**config.mk**
```make
export PLATFORM = sky130hd
export DESIGN_NAME = counter6bit_seq_ctrl
export DESIGN_NICKNAME = d
export VERILOG_FILES = /design/src/rtl/counter6bit_seq_ctrl_pkg.sv /design/src/rtl/counter6bit_seq_ctrl_prescale_tick.sv /design/src/rtl/counter6bit_seq_ctrl.sv
export SDC_FILE = /design/constraint.sdc
export NUM_CORES = 1
export LEC_CHECK = 0
export BUFFER_PORTS_ARGS = -buffer_cell sky130_fd_sc_hd__buf_2
export CAP_MARGIN = 20
export CORE_ASPECT_RATIO = 1.1
export CORE_MARGIN = 3
export CORE_UTILIZATION = 45
export DETAILED_ROUTE_END_ITERATION = 7
export GPL_TIMING_DRIVEN = 0
export PLACE_DENSITY = 0.78
export SLEW_MARGIN = 20
export SYNTH_ARGS = -nofsm -noshare
export SYNTH_HDL_FRONTEND = slang
export SYNTH_HIERARCHICAL = 1
export SYNTH_SLANG_ARGS = --single-unit
```
**constraint.sdc**
```tcl
create_clock -name clock -period 2.8 [get_ports clock]
set_input_delay 0.56 -clock clock [delete_from_list [all_inputs] [get_ports clock]]
set_output_delay 0.56 -clock clock [all_outputs]
set_load 0.1 [all_outputs]
```
**src/rtl/counter6bit_seq_ctrl_pkg.sv**
```systemverilog
// Shared definitions for the counter6bit sequencer: state encoding and the
// default widths used by counter6bit users.
package counter6bit_seq_ctrl_pkg;

    localparam int CNT_W_DEF = 6;
    localparam int PRE_W_DEF = 4;
    localparam int PER_W_DEF = 8;

    typedef enum logic [1:0] {
        S_IDLE = 2'd0,
        S_CLR  = 2'd1,
        S_RUN  = 2'd2
    } state_t;

endpackage

```
**src/rtl/counter6bit_seq_ctrl_prescale_tick.sv**
```systemverilog
// Prescale divider for the sequencer: a phase counter running 0..div.
// tick looks one cycle ahead, so the parent can register its outputs for a wrap cycle.
module prescale_tick
    import counter6bit_seq_ctrl_pkg::*;
#(
    parameter int PRE_W = PRE_W_DEF
) (
    input  logic             clock,
    input  logic             clear,
    input  logic             restart,
    input  logic [PRE_W-1:0] div,
    output logic             tick
);

    logic [PRE_W-1:0] phase;
    logic [PRE_W-1:0] phase_n;

    // restart puts the coming cycle at phase 0; tick flags that the coming cycle is a wrap
    always_comb begin
        if (restart || (phase == div)) begin
            phase_n = '0;
        end else begin
            phase_n = phase + PRE_W'(1);
        end
        tick = (phase_n == div);
    end

    always_ff @(posedge clock) begin
        if (clear) begin
            phase <= '0;
        end else begin
            phase <= phase_n;
        end
    end

endmodule

```
**src/rtl/counter6bit_seq_ctrl.sv**
```systemverilog
// Sequencer for one counter6bit: latches terminal/prescale/mode at start, drives
// the counter's clear and enable, and reports completion and the period tally.
module counter6bit_seq_ctrl
    import counter6bit_seq_ctrl_pkg::*;
#(
    parameter int CNT_W = CNT_W_DEF,
    parameter int PRE_W = PRE_W_DEF,
    parameter int PER_W = PER_W_DEF
) (
    input  logic             clock,
    input  logic             clear,
    input  logic             start,
    input  logic             stop,
    input  logic             periodic,
    input  logic [CNT_W-1:0] term_val,
    input  logic [PRE_W-1:0] prescale,
    input  logic [CNT_W-1:0] count_in,
    output logic             cnt_clear,
    output logic             cnt_enable,
    output logic             busy,
    output logic             done,
    output logic [PER_W-1:0] periods
);

    state_t           state, state_n;
    logic [CNT_W-1:0] term_q, term_n;
    logic [PRE_W-1:0] pre_q, pre_n;
    logic             per_q, per_n;
    logic             tick_q;
    logic             tick_nx;
    logic [PER_W-1:0] periods_n;
    logic             clear_n, en_n, busy_n, done_n;
    logic [CNT_W-1:0] pred_cnt;

    prescale_tick #(.PRE_W(PRE_W)) u_tick (
        .clock   (clock),
        .clear   (clear),
        .restart (state == S_CLR),
        .div     (pre_q),
        .tick    (tick_nx)
    );

    // Value the counter will show next cycle, given what we are driving into it now.
    // While cnt_clear is high this is 0, which also covers the cycles before the first tick.
    assign pred_cnt = cnt_clear ? '0 : (count_in + CNT_W'(cnt_enable));

    always_comb begin
        state_n   = state;
        term_n    = term_q;
        pre_n     = pre_q;
        per_n     = per_q;
        periods_n = periods;
        clear_n   = 1'b0;
        en_n      = 1'b0;
        busy_n    = 1'b0;
        done_n    = 1'b0;
        case (state)
            S_IDLE: begin
                if (start && !stop) begin
                    term_n    = term_val;
                    pre_n     = prescale;
                    per_n     = periodic;
                    periods_n = '0;
                    state_n   = S_CLR;
                    clear_n   = 1'b1;
                    busy_n    = 1'b1;
                end
            end
            S_CLR: begin
                if (stop) begin
                    state_n = S_IDLE;
                end else begin
                    state_n = S_RUN;
                    busy_n  = 1'b1;
                    en_n    = tick_nx && (pred_cnt != term_q);
                end
            end
            S_RUN: begin
                if (stop) begin
                    state_n = S_IDLE;
                end else if (done) begin
                    // done cycle closes the run; periodic mode goes straight to a new clear
                    if (per_q) begin
                        state_n = S_CLR;
                        clear_n = 1'b1;
                        busy_n  = 1'b1;
                    end else begin
                        state_n = S_IDLE;
                    end
                end else begin
                    busy_n = 1'b1;
                    if (tick_q && (count_in == term_q)) begin
                        done_n = 1'b1;
                        if (per_q) begin
                            periods_n = periods + PER_W'(1);
                        end
                    end else begin
                        // enable is withheld once the next count would already be terminal
                        en_n = tick_nx && (pred_cnt != term_q);
                    end
                end
            end
            default: begin
                state_n = S_IDLE;
            end
        endcase
    end

    always_ff @(posedge clock) begin
        if (clear) begin
            state      <= S_IDLE;
            term_q     <= '0;
            pre_q      <= '0;
            per_q      <= 1'b0;
            tick_q     <= 1'b0;
            periods    <= '0;
            cnt_clear  <= 1'b1;
            cnt_enable <= 1'b0;
            busy       <= 1'b0;
            done       <= 1'b0;
        end else begin
            state      <= state_n;
            term_q     <= term_n;
            pre_q      <= pre_n;
            per_q      <= per_n;
            tick_q     <= tick_nx;
            periods    <= periods_n;
            cnt_clear  <= clear_n;
            cnt_enable <= en_n;
            busy       <= busy_n;
            done       <= done_n;
        end
    end

endmodule

```
**Yosys cells after proc, flatten, opt, wreduce, memory -nomap -nowiden**

Cells that the tools add are included.

- Register bits: 30
- Input port bits: 21
- Output and inout bits: 12
- Word-level logic and storage cells: 67

- $add $sub $neg: 3
- Eq/ne operators: 12
- Muxes and demuxes: 29
- Bitwise logic cells: 1
- Reductions and logical operators: 11

Operator list:

| kind | number |
|---|---|
| $mux W8 | 5 |
| $pmux W8 S2 | 1 |
| $mux W1 | 13 |
| $ne A2 B2 Y1 const B | 5 |
| $add A8 B1 Y8 const B | 1 |
| $eq A4 B4 Y1 | 2 |
| $mux W2 | 4 |
| $add A6 B1 Y6 | 1 |
| $eq A6 B6 Y1 | 1 |
| $mux W6 | 1 |
| $ne A6 B6 Y1 | 1 |
| $pmux W2 S3 | 1 |
| $reduce_and A6 Y1 | 1 |
| $add A4 B1 Y4 const B | 1 |
| $mux W4 | 1 |
| $pmux W1 S2 | 2 |
| $reduce_and A2 Y1 | 2 |
| $reduce_or A4 Y1 | 1 |
| $logic_and A1 B1 Y1 | 3 |
| $ne A3 B3 Y1 const B | 1 |
| $pmux W1 S3 | 1 |
| $eq A2 B1 Y1 const B | 1 |
| $eq A2 B2 Y1 const B | 1 |
| $logic_not A2 Y1 | 1 |
| 4 further kinds | 4 |

**Logic depth before layout (Yosys ltp)**

- Word-level depth: 9
- Depth in mapped cells: 8

**Hierarchy**

The synthesis kept the hierarchy.

Modules (own cells, without submodules):

| module | instances | cells each | area an instance (um^2) |
|---|---|---|---|
| counter6bit_seq_ctrl | 1 | 167 | 1,377.6 |
| prescale_tick | 1 | 28 | 256.5 |

**Worst setup path after synthesis**

Ideal clock, no wire load.

- Kind: reg2reg
- Start point: register cnt_enable
- End point: register cnt_enable
- Data arrival time: 2,235 ps
- Data required time: 2,726 ps
- Path slack: 491 ps
- Cell stages (with the launch flop): 8
- Period minus slack after synthesis: 2,309 ps
- Path through: dfxtp_1 > ha_1 > ha_1 > nand3_1 > xor2_1 > or3_1 > and4_1 > a31oi_1

- Cells in the longest elaborated chain, start to end: 8
- Elaborated cells between the ends (all ways): 9

Ends and longest elaborated chain:

| element | line | text |
|---|---|---|
| start, declared | counter6bit_seq_ctrl.sv:19 | `output logic cnt_enable,` |
| start signal, assigned | counter6bit_seq_ctrl.sv:129 | `cnt_enable <= en_n;` |
| $add A6 B1 Y6 * | counter6bit_seq_ctrl.sv:45 | `assign pred_cnt = cnt_clear ? '0 : (count_in + CNT_W'(cnt_enable));` |
| $mux W6 * | counter6bit_seq_ctrl.sv:45 |  |
| $ne A6 B6 Y1 * | counter6bit_seq_ctrl.sv:75, counter6bit_seq_ctrl.sv:99 |  |
| $logic_and A1 B1 Y1 * | counter6bit_seq_ctrl.sv:75, counter6bit_seq_ctrl.sv:99 |  |
| $mux W1 | counter6bit_seq_ctrl.sv:92 | `if (tick_q && (count_in == term_q)) begin` |
| $mux W1 | counter6bit_seq_ctrl.sv:81 | `end else if (done) begin` |
| $mux W1 | counter6bit_seq_ctrl.sv:79 | `if (stop) begin` |
| $pmux W1 S2 * | counter6bit_seq_ctrl.sv:57 | `case (state)` |

Mark *: on every way between the ends. The rest lies on a longest branch, timed or not.
A chain may end at the register's enable or synchronous reset.

**Worst setup path in the final report**

- Start point: register state[0]
- End point: register periods[6]

- Cells in the longest elaborated chain, start to end: 3
- Elaborated cells between the ends (all ways): 10

Ends and longest elaborated chain:

| element | line | text |
|---|---|---|
| start, declared | counter6bit_seq_ctrl.sv:25 | `state_t state, state_n;` |
| start signal, assigned | counter6bit_seq_ctrl.sv:122 | `state <= state_n;` |
| $eq A2 B2 Y1 or $logic_not A2 Y1 (tied branches) | counter6bit_seq_ctrl.sv:57 |  |
| $ne A2 B2 Y1 (no source line) or $reduce_bool A2 Y1 (tied branches) | n/a |  |
| $reduce_and A6 Y1 (no source line) | n/a |  |
| end signal, assigned | counter6bit_seq_ctrl.sv:127 | `periods <= periods_n;` |
| end, declared | counter6bit_seq_ctrl.sv:22 | `output logic [PER_W-1:0] periods` |

Parallel ways exist; a longest one is shown, timed or not.

==> results.sh <==
export IMPL_timing_critical_path_arrival_ns=2.36
export IMPL_grt_antenna_before_repair=0
export IMPL_power_static_leakage_nw=0.813
export IMPL_number_of_diodes_added_for_antenna_fixing=0
export IMPL_design_final_nets=263
export IMPL_detail_route_iter0_violations=76
export IMPL_finalMaxSlewViolations=0
export IMPL_place_hpwl_um=2550
export IMPL_power_total_mw=0.996
export IMPL_initial_core_util_pct=47.9
export IMPL_maxCapViolCount=0
export IMPL_crit_path_max_fanout=5
export IMPL_worst_endpoint_required_ns=3.06
export IMPL_most_used_flip_flop_cell_after_synthesis="dfxtp_1"
export IMPL_area_growth_pct=17.4
export IMPL_cts_path_max_buffers=2
export IMPL_cts_sinks=30
export IMPL_cts_clk_slew_worst_paths_ns=0.10
export IMPL_postRouteAntennaNets=0
export IMPL_post_cts_buffers=0
export IMPL_groute_usage_overall_pct=15.8
export IMPL_largest_net_degree_at_the_start_of_global_routing=11
export IMPL_buffer_ports_inserted=32
export IMPL_grt_overflow_total=0
export IMPL_post_route_cells_drive_above_1_share_pct=19.6
export IMPL_power_density_nw_per_um2=519
export IMPL_final_area_um2=1920
export IMPL_route_final_wire_length_um=3300
export IMPL_ff2ff_setup_slack_ns=0.70
export IMPL_placement_rows=22
export IMPL_die_height_um=69.2
export IMPL_cts_inserted_buffers=5
export IMPL_first_pass_grt_wire_length_um=5620
export IMPL_vdd_drop_max_mv=0.315
export IMPL_timing_final_crit_share_pct=75.0
export IMPL_final_setup_skew_ns=0.0136
export IMPL_register_area_um2=601
export IMPL_first_global_vias=1362
export IMPL_min_delay_path_depth=2
export IMPL_min_delay_worst_endpoint="tick_q$_SDFF_PP0_"
export IMPL_count_of_flip_flops_with_a_built_in_enable_after_synthesis=0
export IMPL_tritoncts="done"
export IMPL_top_level_ports=33
export IMPL_cts_repair_resize_count=0
export IMPL_clock_latency_ns=0.33
export IMPL_hold_path_startpoint="clear"
export IMPL_ctsRootBufferMaster="clkbuf_4"
export IMPL_drc_errors=0
export IMPL_pre_cts_worst_setup_slack_ns=0.624
export IMPL_synth_cells=195
export IMPL_setup_viol_count_final=0
export IMPL_gp_congestion=0.899
export IMPL_status="complete, no violations"
export IMPL_cp_end_kind="register"
export IMPL_min_period_ns=2.10
export IMPL_avg_synthesized_cell_area_um2=8.38
export IMPL_timing_hold_ws_ns=0.444
export IMPL_ys_types=36
export IMPL_routedWlPerCell_um=11.7
export IMPL_synth_seq_cells=30
export IMPL_die_width_um=63.5
export IMPL_worstMarginPinSlew_ns=0.484
export IMPL_timing_final_hold_violations=0
export IMPL_hold_buffers=0
export IMPL_synthArstFlopShare_pct=0
export IMPL_placedInstanceArea_um2=1850
export IMPL_totalNegativeSetupSlack_ns=0
export IMPL_fmax_ghz=0.476
export IMPL_ctsHtreeMaxLevel=2
export IMPL_multiInputGateArea_um2=991
export IMPL_rr_endpoint="periods[6]$_SDFFE_PP0P_"
export IMPL_core_area_um2=3410
export IMPL_fillCellCount=370
export IMPL_layout_cells_most_common="buf_2"
export IMPL_most_common_layout_cells="buf_2, dfxtp_1, nand2_1, a21oi_1, xor2_1"
export IMPL_synthesis_area_um2=1630
export IMPL_die_area_um2=4390
export IMPL_routed_via_count=1474
export IMPL_crit_path_start_kind="register"
export IMPL_min_delay_path_class="input port to register"
export IMPL_rr_startpoint="state[0]$_SDFFE_PP0P_"
export IMPL_via_cell_ratio=5.21
export IMPL_timing_setup_critical_path_class="register to register"
export IMPL_reg2regPathDepth=7
export IMPL_final_critical_path_setup_slack_ns=0.700
export IMPL_rsz0062_at_grt="false"
export IMPL_detailedRoute_firstPassIterationCount=4
export IMPL_mappedNetlistNets=224
export IMPL_slew_headroom_pct=67.7
export IMPL_yosysWarningCount=6
export IMPL_yosysSeqAreaShare_pct=36.8
-- critical path: stages, from the launching register on --
cell      delay (ns)
dfxtp_1         0.39
inv_1           0.08
ha_1            0.26
mux2i_1         0.16
a211oi_2        0.38
nand2_1         0.16
or4_1           0.48
a21oi_1         0.15
-- state kept, by name (all words and copies together) (netlist names) --
register,flops
busy,1
cnt_clear,1
cnt_enable,1
done,1
per_q,1
periods,8
pre_q,4
state,2
term_q,6
tick_q,1
u_tick/phase,4
-- metrics by stage --
step / util (%) / cells
global route: 56.2 / 283
finish: 56.2 / 283
floorplan: - / 195
detailed placement: 54.3 / 275
CTS: 56.2 / 283
global placement: 54.3 / 275
-- worst max-delay path by stage --
stage                               startpoint                      end  slack (ns)  cells past startpoint
CTS                      state[0]$_SDFFE_PP0P_  periods[6]$_SDFFE_PP0P_        0.68                      7
finish                   state[0]$_SDFFE_PP0P_  periods[6]$_SDFFE_PP0P_        0.70                      7
global route        u_tick/phase[0]$_SDFF_PP0_    cnt_enable$_SDFF_PP0_        0.42                      8
global placement                   count_in[4]  periods[2]$_SDFFE_PP0P_        0.65                      7
floorplan                cnt_enable$_SDFF_PP0_    cnt_enable$_SDFF_PP0_        0.49                      7
detailed placement                 count_in[0]    cnt_enable$_SDFF_PP0_        0.62                      8
-- cell type report --
cell class                 count  share of cell area [%]
tap                           48                    3.13
buffer                         5                    1.04
clock buffer                   6                    2.67
multi-input combinational    154                    51.7
inverter                       6                    1.17
timing repair buffer          32                    8.35
clock inverter                 2                   0.652
sequential                    30                    31.3
-- synthesized netlist by cell type (all sizes together), types with 2 or more instances --
master,n,area (µm²)
nand3,5,25.0
o31ai,3,22.5
and4,2,17.5
or4,3,22.5
xor2,14,123
nor3,8,40.0
nand2,26,97.6
clkbuf,4,15.0
o21ai,9,45.0
dfxtp,30,601
a21oi,23,115
nor2,13,48.8
ha,8,100
nor4,2,25.0
xnor2,9,78.8
nand2b,2,12.5
or3,6,38.8
mux2i,3,30.0
nand4,4,31.3
inv,6,22.5
a31oi,2,12.5
-- power breakdown --
part           switching [mW]  internal [mW]  total, mW
sequential             0.0272          0.454      0.481
combinational           0.147         0.0974      0.244
clock                   0.150          0.121      0.271
-- layer usage --
metal  vias to the layer above  track usage [%]  wire [µm]  share of wire [%]
met2                        37             25.9       1580                 48
met1                       661             19.0       1480                 45
li1                        770                -          -                  -
met3                         6             3.73        175                5.3
met5                         -                0          0                  0
met4                         0             7.91         62                1.9
-- cell families (layout without fill, tap and decap cells) --
group | Yosys count | count (layout) | synth area share [%]
AND/OR/NAND/NOR | 78 | 78 | 25.7
multiplexers | 3 | 3 | 1.84
XOR/XNOR | 23 | 23 | 12.3
adder cells (fa/ha/maj) | 8 | 8 | 6.13
buffers and inverters | 11 | 51 | 2.60
flip-flops | 30 | 30 | 36.8
AO/OA/AOI/OAI | 42 | 42 | 14.7
No activity file was read; power rests on OpenSTA's default activity.
